### src/rtl/fcs_pkg.sv
// Shared constants and state encoding for the Ethernet FCS stream engine.
package fcs_pkg;

  localparam logic [31:0] CRC32_POLY_REFL = 32'hEDB88320;
  localparam logic [31:0] CRC32_INIT      = 32'hFFFFFFFF;
  localparam logic [31:0] CRC32_XOROUT    = 32'hFFFFFFFF;

  typedef enum logic [2:0] {
    IDLE,
    LOAD,
    SHIFT,
    FINAL,
    DONE
  } fcs_state_t;

endpackage

### src/rtl/crc32_nbit_step.sv
// Combinational reflected CRC-32 update over N bits; bits[0] is processed first.
module crc32_nbit_step
  import fcs_pkg::*;
#(
  parameter int unsigned N = 1
) (
  input  logic [31:0]  crc_in,
  input  logic [N-1:0] bits,
  output logic [31:0]  crc_out
);

  always_comb begin
    crc_out = crc_in;
    for (int unsigned i = 0; i < N; i++) begin
      crc_out = (crc_out >> 1) ^ ((crc_out[0] ^ bits[i]) ? CRC32_POLY_REFL : '0);
    end
  end

endmodule

### src/rtl/fcs_stream_engine.sv
// Ethernet FCS generator: accepts stream words and serialises them lane by lane,
// BITS_PER_CYC bits per clock, into a CRC-32; MS lane of each word goes first.
module fcs_stream_engine
  import fcs_pkg::*;
#(
  parameter int unsigned WORD_W       = 32,
  parameter int unsigned BITS_PER_CYC = 1,
  parameter int unsigned MAX_WORDS    = 64,
  parameter int unsigned BIT_ORDER    = 0
) (
  input  logic                clk_100_mhz,
  input  logic                rst_n,
  input  logic                start_i,
  input  logic [WORD_W-1:0]   s_data_i,
  input  logic [WORD_W/8-1:0] s_keep_i,
  input  logic                s_last_i,
  input  logic                s_valid_i,
  output logic                s_ready_o,
  output logic [31:0]         fcs_o,
  output logic                fcs_valid_o,
  output logic                busy_o,
  output logic [15:0]         byte_count_o,
  output logic                err_o
);

  localparam int unsigned LANES  = WORD_W / 8;
  localparam int unsigned CHUNKS = 8 / BITS_PER_CYC;
  localparam int unsigned LW     = (LANES > 1) ? $clog2(LANES) : 1;
  localparam int unsigned CW     = (CHUNKS > 1) ? $clog2(CHUNKS) : 1;
  localparam int unsigned WCW    = $clog2(MAX_WORDS + 2);
  localparam int unsigned LOFF_W = $clog2(WORD_W);

  fcs_state_t              r_state;
  logic [31:0]             r_crc;
  logic [31:0]             r_fcs;
  logic                    r_fcs_valid;
  logic                    r_err;
  logic [15:0]             r_byte_cnt;
  logic [WCW-1:0]          r_word_cnt;
  logic [LW-1:0]           r_lane;
  logic [CW-1:0]           r_chunk;
  logic [WORD_W-1:0]       r_word;
  logic [LANES-1:0]        r_keep;
  logic                    r_last;

  logic [LOFF_W-1:0]       w_loff;
  logic [2:0]              w_boff;
  logic [7:0]              w_lane_byte;
  logic [7:0]              w_ord_byte;
  logic [BITS_PER_CYC-1:0] w_bits;
  logic [31:0]             w_crc_next;

  // MSB-first order is handled by mirroring the byte so chunks always slice from bit 0 up.
  always_comb begin
    w_loff      = LOFF_W'(32'(r_lane) * 8);
    w_boff      = 3'(32'(r_chunk) * BITS_PER_CYC);
    w_lane_byte = r_word[w_loff +: 8];
    w_ord_byte  = '0;
    for (int unsigned k = 0; k < 8; k++) begin
      w_ord_byte[k] = (BIT_ORDER != 0) ? w_lane_byte[7-k] : w_lane_byte[k];
    end
    w_bits = w_ord_byte[w_boff +: BITS_PER_CYC];
  end

  crc32_nbit_step #(
    .N(BITS_PER_CYC)
  ) u_step (
    .crc_in (r_crc),
    .bits   (w_bits),
    .crc_out(w_crc_next)
  );

  always_ff @(posedge clk_100_mhz) begin
    if (!rst_n) begin
      r_state     <= IDLE;
      r_crc       <= CRC32_INIT;
      r_fcs       <= '0;
      r_fcs_valid <= 1'b0;
      r_err       <= 1'b0;
      r_byte_cnt  <= '0;
      r_word_cnt  <= '0;
      r_lane      <= '0;
      r_chunk     <= '0;
      r_word      <= '0;
      r_keep      <= '0;
      r_last      <= 1'b0;
    end else begin
      case (r_state)
        IDLE, DONE: begin
          if (start_i) begin
            r_state     <= LOAD;
            r_crc       <= CRC32_INIT;
            r_word_cnt  <= '0;
            r_byte_cnt  <= '0;
            r_err       <= 1'b0;
            r_fcs_valid <= 1'b0;
          end
        end
        LOAD: begin
          if (s_valid_i) begin
            r_word     <= s_data_i;
            r_keep     <= s_keep_i;
            r_last     <= s_last_i;
            r_word_cnt <= r_word_cnt + 1'b1;
            r_lane     <= LW'(LANES - 1);
            r_chunk    <= '0;
            if (r_word_cnt == WCW'(MAX_WORDS)) begin
              r_err   <= 1'b1;
              r_state <= DONE;
            end else begin
              r_state <= SHIFT;
            end
          end
        end
        SHIFT: begin
          // Masked lanes still spend their cycles so word timing is fixed.
          if (r_keep[r_lane]) r_crc <= w_crc_next;
          if (r_chunk == CW'(CHUNKS - 1)) begin
            r_chunk <= '0;
            if (r_keep[r_lane] && (r_byte_cnt != '1)) r_byte_cnt <= r_byte_cnt + 16'd1;
            if (r_lane == '0) r_state <= r_last ? FINAL : LOAD;
            else              r_lane  <= r_lane - 1'b1;
          end else begin
            r_chunk <= r_chunk + 1'b1;
          end
        end
        FINAL: begin
          r_fcs       <= r_crc ^ CRC32_XOROUT;
          r_fcs_valid <= 1'b1;
          r_state     <= DONE;
        end
        default: r_state <= IDLE;
      endcase
    end
  end

  assign s_ready_o    = (r_state == LOAD);
  assign busy_o       = (r_state == LOAD) || (r_state == SHIFT) || (r_state == FINAL);
  assign fcs_o        = r_fcs;
  assign fcs_valid_o  = r_fcs_valid;
  assign byte_count_o = r_byte_cnt;
  assign err_o        = r_err;

endmodule
### config.mk
export PLATFORM = sky130hd
export DESIGN_NAME = fcs_stream_engine
export DESIGN_NICKNAME = d
export VERILOG_FILES = /design/src/rtl/fcs_pkg.sv /design/src/rtl/crc32_nbit_step.sv /design/src/rtl/fcs_stream_engine.sv
export SDC_FILE = /design/constraint.sdc
export NUM_CORES = 1
export LEC_CHECK = 0
export BUFFER_PORTS_ARGS = -buffer_cell sky130_fd_sc_hd__buf_2
export CAP_MARGIN = 30
export CORE_ASPECT_RATIO = 1.2
export CORE_MARGIN = 2
export CORE_UTILIZATION = 42
export CTS_CLUSTER_DIAMETER = 100
export DETAILED_ROUTE_END_ITERATION = 8
export PLACE_DENSITY = 0.74
export SLEW_MARGIN = 20
export SYNTH_ARGS = -nofsm -noshare
export SYNTH_HDL_FRONTEND = slang
export SYNTH_SLANG_ARGS = --single-unit
### constraint.sdc
create_clock -name clk_100_mhz -period 1.9 [get_ports clk_100_mhz]
set_input_delay 0.38 -clock clk_100_mhz [delete_from_list [all_inputs] [get_ports clk_100_mhz]]
set_output_delay 0.38 -clock clk_100_mhz [all_outputs]
set_load 0.05 [all_outputs]
==> qor.log, run 1 <==
qor: run_status.result_of_the_run finished, final reports clean
qor: place.dp.final_hpwl 8.60 mm
qor: timing.timing.fmax 0.546 GHz
qor: pwr.p_leak 3.10 nW
qor: place.io_buffer_count 92
qor: final_layout.finish.net_count 821
qor: setup_path.critical_path.cell_chain buf_4 -> nor3b_4 -> buf_6
qor: timing.finalCriticalPeriod 1.83 ns
qor: setup_path.critPathSlowestCell dfxtp_2
qor: logic_synthesis.synth.avg_cell_area 8.75 µm²
qor: setup_path.startpoint_type flip-flop
qor: global_routing.grtUsageMet2 29.3%
qor: final_layout.synthToLayoutAreaGrowth 25.2%
qor: floorplanning.design.die.area 0.0151 mm²
qor: worst_hold_path.timing.hold.worst_path_depth 3
qor: global_routing.top_usage_layer met2
qor: timing.timing.hold.ws 0.209 ns
qor: logic_synthesis.yosys_register_bits 134
qor: pwr.ir_drop 0.000709 V
qor: floorplanning.std_cell_rows 47
qor: timing.setup_total_negative_slack 0 ns
qor: logic_synthesis.yosysSeqAreaShare 45.3%
qor: clocking.clock_sinks 134
qor: setup_path.cp_max_fo 7
qor: final_layout.antenna_cells 0
qor: global_routing.grt_pass1_vias 4609
qor: setup_path.rr_worst_depth 8
qor: drt.dr.first_iter.drc_count 210
qor: worst_hold_path.min-delay-path-class in2reg
qor: timing.fin_skew 0.00560 ns
qor: timing.setup_ws 0.0686 ns
qor: global_routing.grt_pass1_wl 21.2 mm
qor: clocking.clk_path_buf_depth 2
qor: pwr.report.power.total 8.48 mW
qor: logic_synthesis.synth_cell_type_count 45
qor: drt.avgViaCountPerCell 4.99
qor: logic_synthesis.synthesis.yosys.warnings 0
qor: floorplanning.dieWidth 112 µm
qor: drt.detailedRoute.firstPassIterationCount 4
qor: clocking.tritoncts done
qor: timing.fin_crit_sh 96.4%
qor: clocking.clk_root_buffer_cell clkbuf_16
qor: drt.via_count 4781
qor: global_routing.largest_net_degree_at_the_start_of_global_routing 44
qor: timing.rsz_0062_raised_after_global_routing true
qor: logic_synthesis.synth_nets 724
qor: global_routing.met3_grt_util 4.93%
qor: clocking.clock_pin_slew_reported_for_the_worst_setup_and_hold_paths_after_clock_tree_synthesis 0.06 ns
qor: floorplanning.ios 93
qor: floorplanning.core_area 0.0138 mm²
qor: global_routing.antenna_found_initial 0
qor: setup_path.worstSetupPathType reg2out
qor: logic_synthesis.syn_inst 677
qor: pwr.power_density 1140 mW/mm²
qor: timing.worst_slew_margin_rel 61.0%
qor: flow_run.cap_viol_max_count 0
qor: global_routing.grt_overflow_total 0
qor: setup_path.timing.critical_path.arrival 1.45 ns
qor: global_routing.globalRouteMet1Util 20.8%
qor: drt.drt_drc_violations_left 0
qor: drt.postRouteAntennaNets 0
qor: timing.report.final.setup_viol 0
qor: drt.drt-total-wl 12.8 mm
qor: floorplanning.floorplan.initialDensity 43.0%
qor: setup_path.critical_path_required 1.52 ns
qor: clocking.cts_buffers 17
qor: place.gp_congestion 0.839
qor: clocking.worstSkewPairLatency 0.41 ns
qor: setup_path.cp_slowest_stage_delay 0.39 ns
qor: setup_path.end_kind output port
qor: logic_synthesis.syn-cell-area 0.00592 mm²
qor: timing.number_of_max_slew_violations_in_the_final_report 0
qor: timing.final-hold-violation-count 0
qor: drt.drt-wirelength-per-cell 13.3 µm
qor: global_routing.globalRouteTotalUtil 17.4%
qor: floorplanning.die_y 134 µm
qor: final_layout.final_layout_size_suffix_gt1_share 23.9%
qor: clocking.cts.htree.levels 4
qor: place.placement.setup.worst_slack 0.0624 ns
qor: timing.worstMarginPinSlew 0.584 ns
-- cell usage in the layout (no fill, tap or decap), types with 3 or more instances in the layout --
cell        count
a21boi_0       37
a21boi_1        3
a21oi_1        24
a22oi_1         3
and2_1         22
and3_1          6
and4_1          4
buf_12          6
buf_2          91
buf_4          25
buf_6           4
bufinv_16       4
clkbuf_16      18
clkinv_4        3
clkinvlp_4      3
dfxtp_1       121
dfxtp_2        12
ha_1            6
inv_1           6
inv_8           3
mux2i_1        17
nand2_1       144
nand2b_1       22
nand3_1        21
nand4_1         5
nor2_1         38
nor2b_1         4
o211a_1        15
o21ai_0        24
o31ai_1        18
xnor2_1        28
xor2_1         18
-- what timing repair did --
action                     4_1_cts  5_1_grt
hold buffers                     0        0
hold endpoints to repair         0        0
pin swaps                        1        2
setup endpoints to repair        2       17
cloned                           0        1
resized for setup                4       12
buffers inserted                 0        1
-- sequential cells by signal, summed over array words and instances (netlist names), 2 cells and up --
| name | cells |
|---|---|
| byte_count_o | 16 |
| fcs_o | 32 |
| r_chunk | 3 |
| r_crc | 32 |
| r_keep | 4 |
| r_lane | 2 |
| r_state | 3 |
| r_word | 32 |
| r_word_cnt | 7 |
-- per-layer routing --
layer  routed length (µm)  share of wire [%]
met1                 5970                 47
met4                  154                1.2
met3                  437                3.4
met5                    0                  0
met2                 6200                 49
-- path summary, 6_finish.rpt --
path	start	end	slack, ns
max	r_state[0]$_SDFFE_PN0P_	s_ready_o	0.07
min reg2reg	r_word[4]$_SDFFE_PN0P_	r_word[4]$_SDFFE_PN0P_	0.46
min	s_data_i[28]	r_word[28]$_SDFFE_PN0P_	0.21
max reg2reg	r_lane[0]$_SDFFE_PN0P_	r_crc[23]$_SDFFE_PN1P_	0.07
-- final cells by class --
type	instances	area (µm²)
flip-flops and latches	134	2700
well taps	171	214
repair buffers	127	833
multi-input cells	488	3000
clock inverters	15	220
fillers	1258	6340
inverters	6	22.5
clock buffers	17	425
-- metrics by stage --
| step | area (µm²) | util [%] | std cells |
|---|---|---|---|
| 3_5_place_dp | 6690 | 48.6 | 924 |
| 3_3_place_gp | 6690 | 48.6 | 924 |
| 2_1_floorplan | 5950 | - | 677 |
| 6_report | 7420 | 53.9 | 958 |
| 5_1_grt | 7420 | 53.9 | 958 |
| 4_1_cts | 7340 | 53.4 | 956 |
-- worst max-delay path, delay by kind of cell, from the launching register on --
family	cells	cell delay (ns)
buf+inv	2	0.37
flops	1	0.39
simple gates	1	0.28
-- cell families after synthesis --
family	Yosys count	share of synthesized area (%)
AO/OA/AOI/OAI	133	16.1
buffers and inverters	55	4.61
XOR/XNOR	46	6.80
flip-flops	134	45.3
AND/OR/NAND/NOR	285	22.6
adder cells (fa/ha/maj)	6	1.27
multiplexers	18	3.25
-- synth_stat cells --
master / count / area (µm²)
nor3_1: 2 / 10.0
a2111oi_4: 1 / 27.5
a22oi_1: 4 / 30.0
mux2i_1: 17 / 170
and3b_1: 2 / 17.5
o31ai_1: 18 / 135
and4_1: 5 / 43.8
nand2_1: 144 / 541
nor2_2: 1 / 6.26
buf_1: 1 / 3.75
buf_6: 5 / 56.3
nand4_1: 5 / 31.3
mux4_2: 1 / 22.5
ha_1: 6 / 75.1
xor2_1: 18 / 158
inv_1: 6 / 22.5
a21boi_1: 3 / 22.5
a211oi_4: 1 / 20.0
o21ai_0: 24 / 120
o21ba_2: 1 / 10.0
nor4b_2: 1 / 15.0
nor4_1: 1 / 6.26
buf_2: 8 / 40.0
nor3b_1: 1 / 7.51
o21a_1: 1 / 7.51
nand3_1: 21 / 105
nand2b_1: 22 / 138
o211a_1: 15 / 150
and2_1: 22 / 138
a211oi_1: 2 / 15.0
nand3b_1: 2 / 15.0
nor4b_1: 1 / 8.76
nor2b_1: 6 / 37.5
clkbuf_1: 30 / 113
a21boi_0: 37 / 278
or3b_1: 1 / 8.76
nor2_1: 40 / 150
nor3b_2: 2 / 25.0
a21oi_1: 24 / 120
a31oi_1: 1 / 6.26
and3_1: 6 / 37.5
a22oi_2: 1 / 12.5
xnor2_1: 28 / 245
buf_4: 5 / 37.5
dfxtp_1: 134 / 2680
-- report_power, final --
part / internal (mW) / leakage, nW / total [mW] / switching, mW
combinational: 0.753 / 1.71 / 1.82 / 1.07
clock: 2.24 / 0.306 / 3.58 / 1.35
sequential: 2.97 / 1.09 / 3.08 / 0.110
total: 5.96 / 3.10 / 8.48 / 2.52
(Power assumes the default switching activity.)
==> run 2, diff against run 1 <==
- PLACE_DENSITY: 0.74 -> 0.67
==> qor.log, run 2 (synthesized netlist as in run 1, its figures left out) <==
qor: timing.timing.fmax 0.545 GHz
qor: global_routing.antenna_found_initial 0
qor: floorplanning.ios 93
qor: final_layout.fillerInstances 1290
qor: global_routing.globalRouteTotalUtil 17.9%
qor: timing.number_of_max_slew_violations_in_the_final_report 0
qor: final_layout.final_layout_size_suffix_gt1_share 24.5%
qor: setup_path.critical_path_required 2.21 ns
qor: timing.fin_crit_sh 96.6%
qor: global_routing.grt_overflow_total 0
qor: clocking.tritoncts done
qor: clocking.cts_buffers 17
qor: setup_path.worst-r2r-setup-slack 0.06 ns
qor: drt.postRouteAntennaNets 0
qor: run_status.result_of_the_run finished, final reports clean
qor: place.io_buffer_count 92
qor: timing.worstMarginPinSlew 0.553 ns
qor: floorplanning.core_area 0.0138 mm²
qor: final_layout.commonest_cells_after_routing_fill_and_taps_aside nand2_1 (143), dfxtp_1 (118), buf_2 (91)
qor: setup_path.crit_end byte_count_o[14]$_SDFFE_PN0P_
qor: floorplanning.die_y 134 µm
qor: floorplanning.design.die.area 0.0151 mm²
qor: place.post_dp_cell_area 0.00665 mm²
qor: setup_path.end_kind flip-flop
qor: timing.setup_ws 0.0644 ns
qor: drt.drt-wirelength-per-cell 14.3 µm
qor: pwr.ir_drop 0.000682 V
qor: clocking.clock_sinks 134
qor: drt.drt-total-wl 13.7 mm
qor: setup_path.worstReg2RegEnd byte_count_o[14]$_SDFFE_PN0P_
qor: setup_path.r2r-start byte_count_o[12]$_SDFFE_PN0P_
qor: setup_path.worstSetupPathType reg2reg
qor: clocking.cts.htree.levels 4
qor: final_layout.final_core_utilization 54.1%
qor: global_routing.grt_pass1_wl 22.0 mm
qor: timing.fin_skew 0.00963 ns
qor: setup_path.critical_path.cell_chain and4_1 -> and3_1 -> a211oi_4 -> buf_12 -> nand4_1 -> xor2_1 -> nor2_1
qor: drt.drt_drc_violations_left 0
qor: pwr.p_leak 3.12 nW
qor: final_layout.final_common_cell nand2_1
qor: timing.rsz_0062_raised_after_global_routing true
qor: drt.via_count 4930
qor: pwr.power_density 1130 mW/mm²
qor: timing.worst_slew_margin_rel 63.2%
qor: final_layout.finish.net_count 819
qor: final_layout.final_area 0.00745 mm²
qor: worst_hold_path.min-delay-path-class in2reg
qor: clocking.clock_pin_slew_reported_for_the_worst_setup_and_hold_paths_after_clock_tree_synthesis 0.06 ns
qor: setup_path.crit_start byte_count_o[12]$_SDFFE_PN0P_
qor: drt.detailedRoute.firstPassIterationCount 4
qor: drt.dr.first_iter.drc_count 220
qor: setup_path.startpoint_type flip-flop
qor: place.dp.final_hpwl 9.21 mm
qor: place.placement.setup.worst_slack -0.119 ns
qor: clocking.clk_root_buffer_cell clkbuf_16
qor: timing.finalCriticalPeriod 1.84 ns
qor: final_layout.antenna_cells 0
qor: setup_path.timing.critical_path.arrival 2.15 ns
qor: global_routing.grt_pass1_vias 4584
qor: drt.avgViaCountPerCell 5.16
qor: clocking.worstSkewPairLatency 0.43 ns
qor: final_layout.synthToLayoutAreaGrowth 25.8%
qor: setup_path.cp_max_fo 9
qor: global_routing.largest_net_degree_at_the_start_of_global_routing 69
qor: floorplanning.dieWidth 112 µm
qor: floorplanning.floorplan.initialDensity 43.0%
qor: setup_path.cp_slowest_stage_delay 0.38 ns
qor: timing.final-hold-violation-count 0
qor: flow_run.cap_viol_max_count 0
qor: timing.report.final.setup_viol 0
qor: clocking.clk_path_buf_depth 2
qor: setup_path.critPathSlowestCell a211oi_4
qor: setup_path.rr_worst_depth 7
qor: floorplanning.std_cell_rows 47
qor: place.gp_congestion 0.861
[run 2: changes by cell type in the layout (fill, tap and decap cells not counted), moves of 2 or more]
cell | before | now
clkbuf_8 | 0 | 2
dfxtp_2 | 12 | 14
mux2i_2 | 0 | 2
clkinv_2 | 0 | 5
buf_4 | 25 | 22
inv_8 | 3 | 0
mux2i_1 | 17 | 15
dfxtp_1 | 121 | 118
clkinv_4 | 3 | 1
clkbuf_16 | 18 | 21
[run 2: cell type report]
type | instances | area [µm²] | share of cell area, %
inverters | 6 | 22.5 | 0.302
multi-input cells | 488 | 3030 | 40.7
well taps | 171 | 214 | 2.87
clock inverters | 12 | 148 | 1.98
clock buffers | 20 | 478 | 6.42
repair buffers | 125 | 850 | 11.4
flip-flops and latches | 134 | 2710 | 36.4
[run 2: worst min-delay path by stage]
stage,startpoint,end,slack [ns],cells past startpoint
after floorplan,r_word[10]$_SDFFE_PN0P_,r_word[10]$_SDFFE_PN0P_,0.43,2
after global placement,r_word[21]$_SDFFE_PN0P_,r_word[21]$_SDFFE_PN0P_,0.45,2
after detailed placement,r_word[17]$_SDFFE_PN0P_,r_word[17]$_SDFFE_PN0P_,0.46,2
after CTS,s_data_i[10],r_word[10]$_SDFFE_PN0P_,0.19,3
after global routing,s_data_i[10],r_word[10]$_SDFFE_PN0P_,0.20,3
final,s_data_i[10],r_word[10]$_SDFFE_PN0P_,0.19,3
[run 2: repair_timing]
item                                    4_1_cts  5_1_grt
endpoints found under the setup margin       18       35
gates cloned                                  0        3
hold buffers                                  0        0
setup buffers                                 0        2
pin swaps                                     0        6
resized for setup                             4       21
[run 2: metrics by stage]
step	hold slack [ns]	setup TNS [ns]	power, mW	instances
after global routing	0.200	-0.0341	8.80	956
after floorplan	0.434	-0.497	4.40	677
final	0.190	0	8.45	956
after global placement	0.452	-0.0452	4.80	919
after CTS	0.185	0	8.30	951
after detailed placement	0.457	-0.911	4.85	919
[run 2: worst max-delay path, delay by kind of cell, from the launching register on]
kind	cells	cell delay (ns)
simple gates	4	0.61
compound gates	1	0.38
flops	1	0.34
xor+xnor	1	0.21
buf+inv	1	0.17
[run 2: layer usage]
metal | vias to the layer above | global-route usage (%) | share of wire, %
li1 | 2459 | - | -
met1 | 2347 | 21.3 | 43
met2 | 106 | 30.9 | 51
met3 | 18 | 4.52 | 3.8
met4 | 0 | 7.52 | 1.4
met5 | - | 0 | 0
[run 2: where the power goes]
part	internal (mW)	switching, mW
Clock	2.20	1.24
Sequential	2.97	0.136
Combinational	0.807	1.09
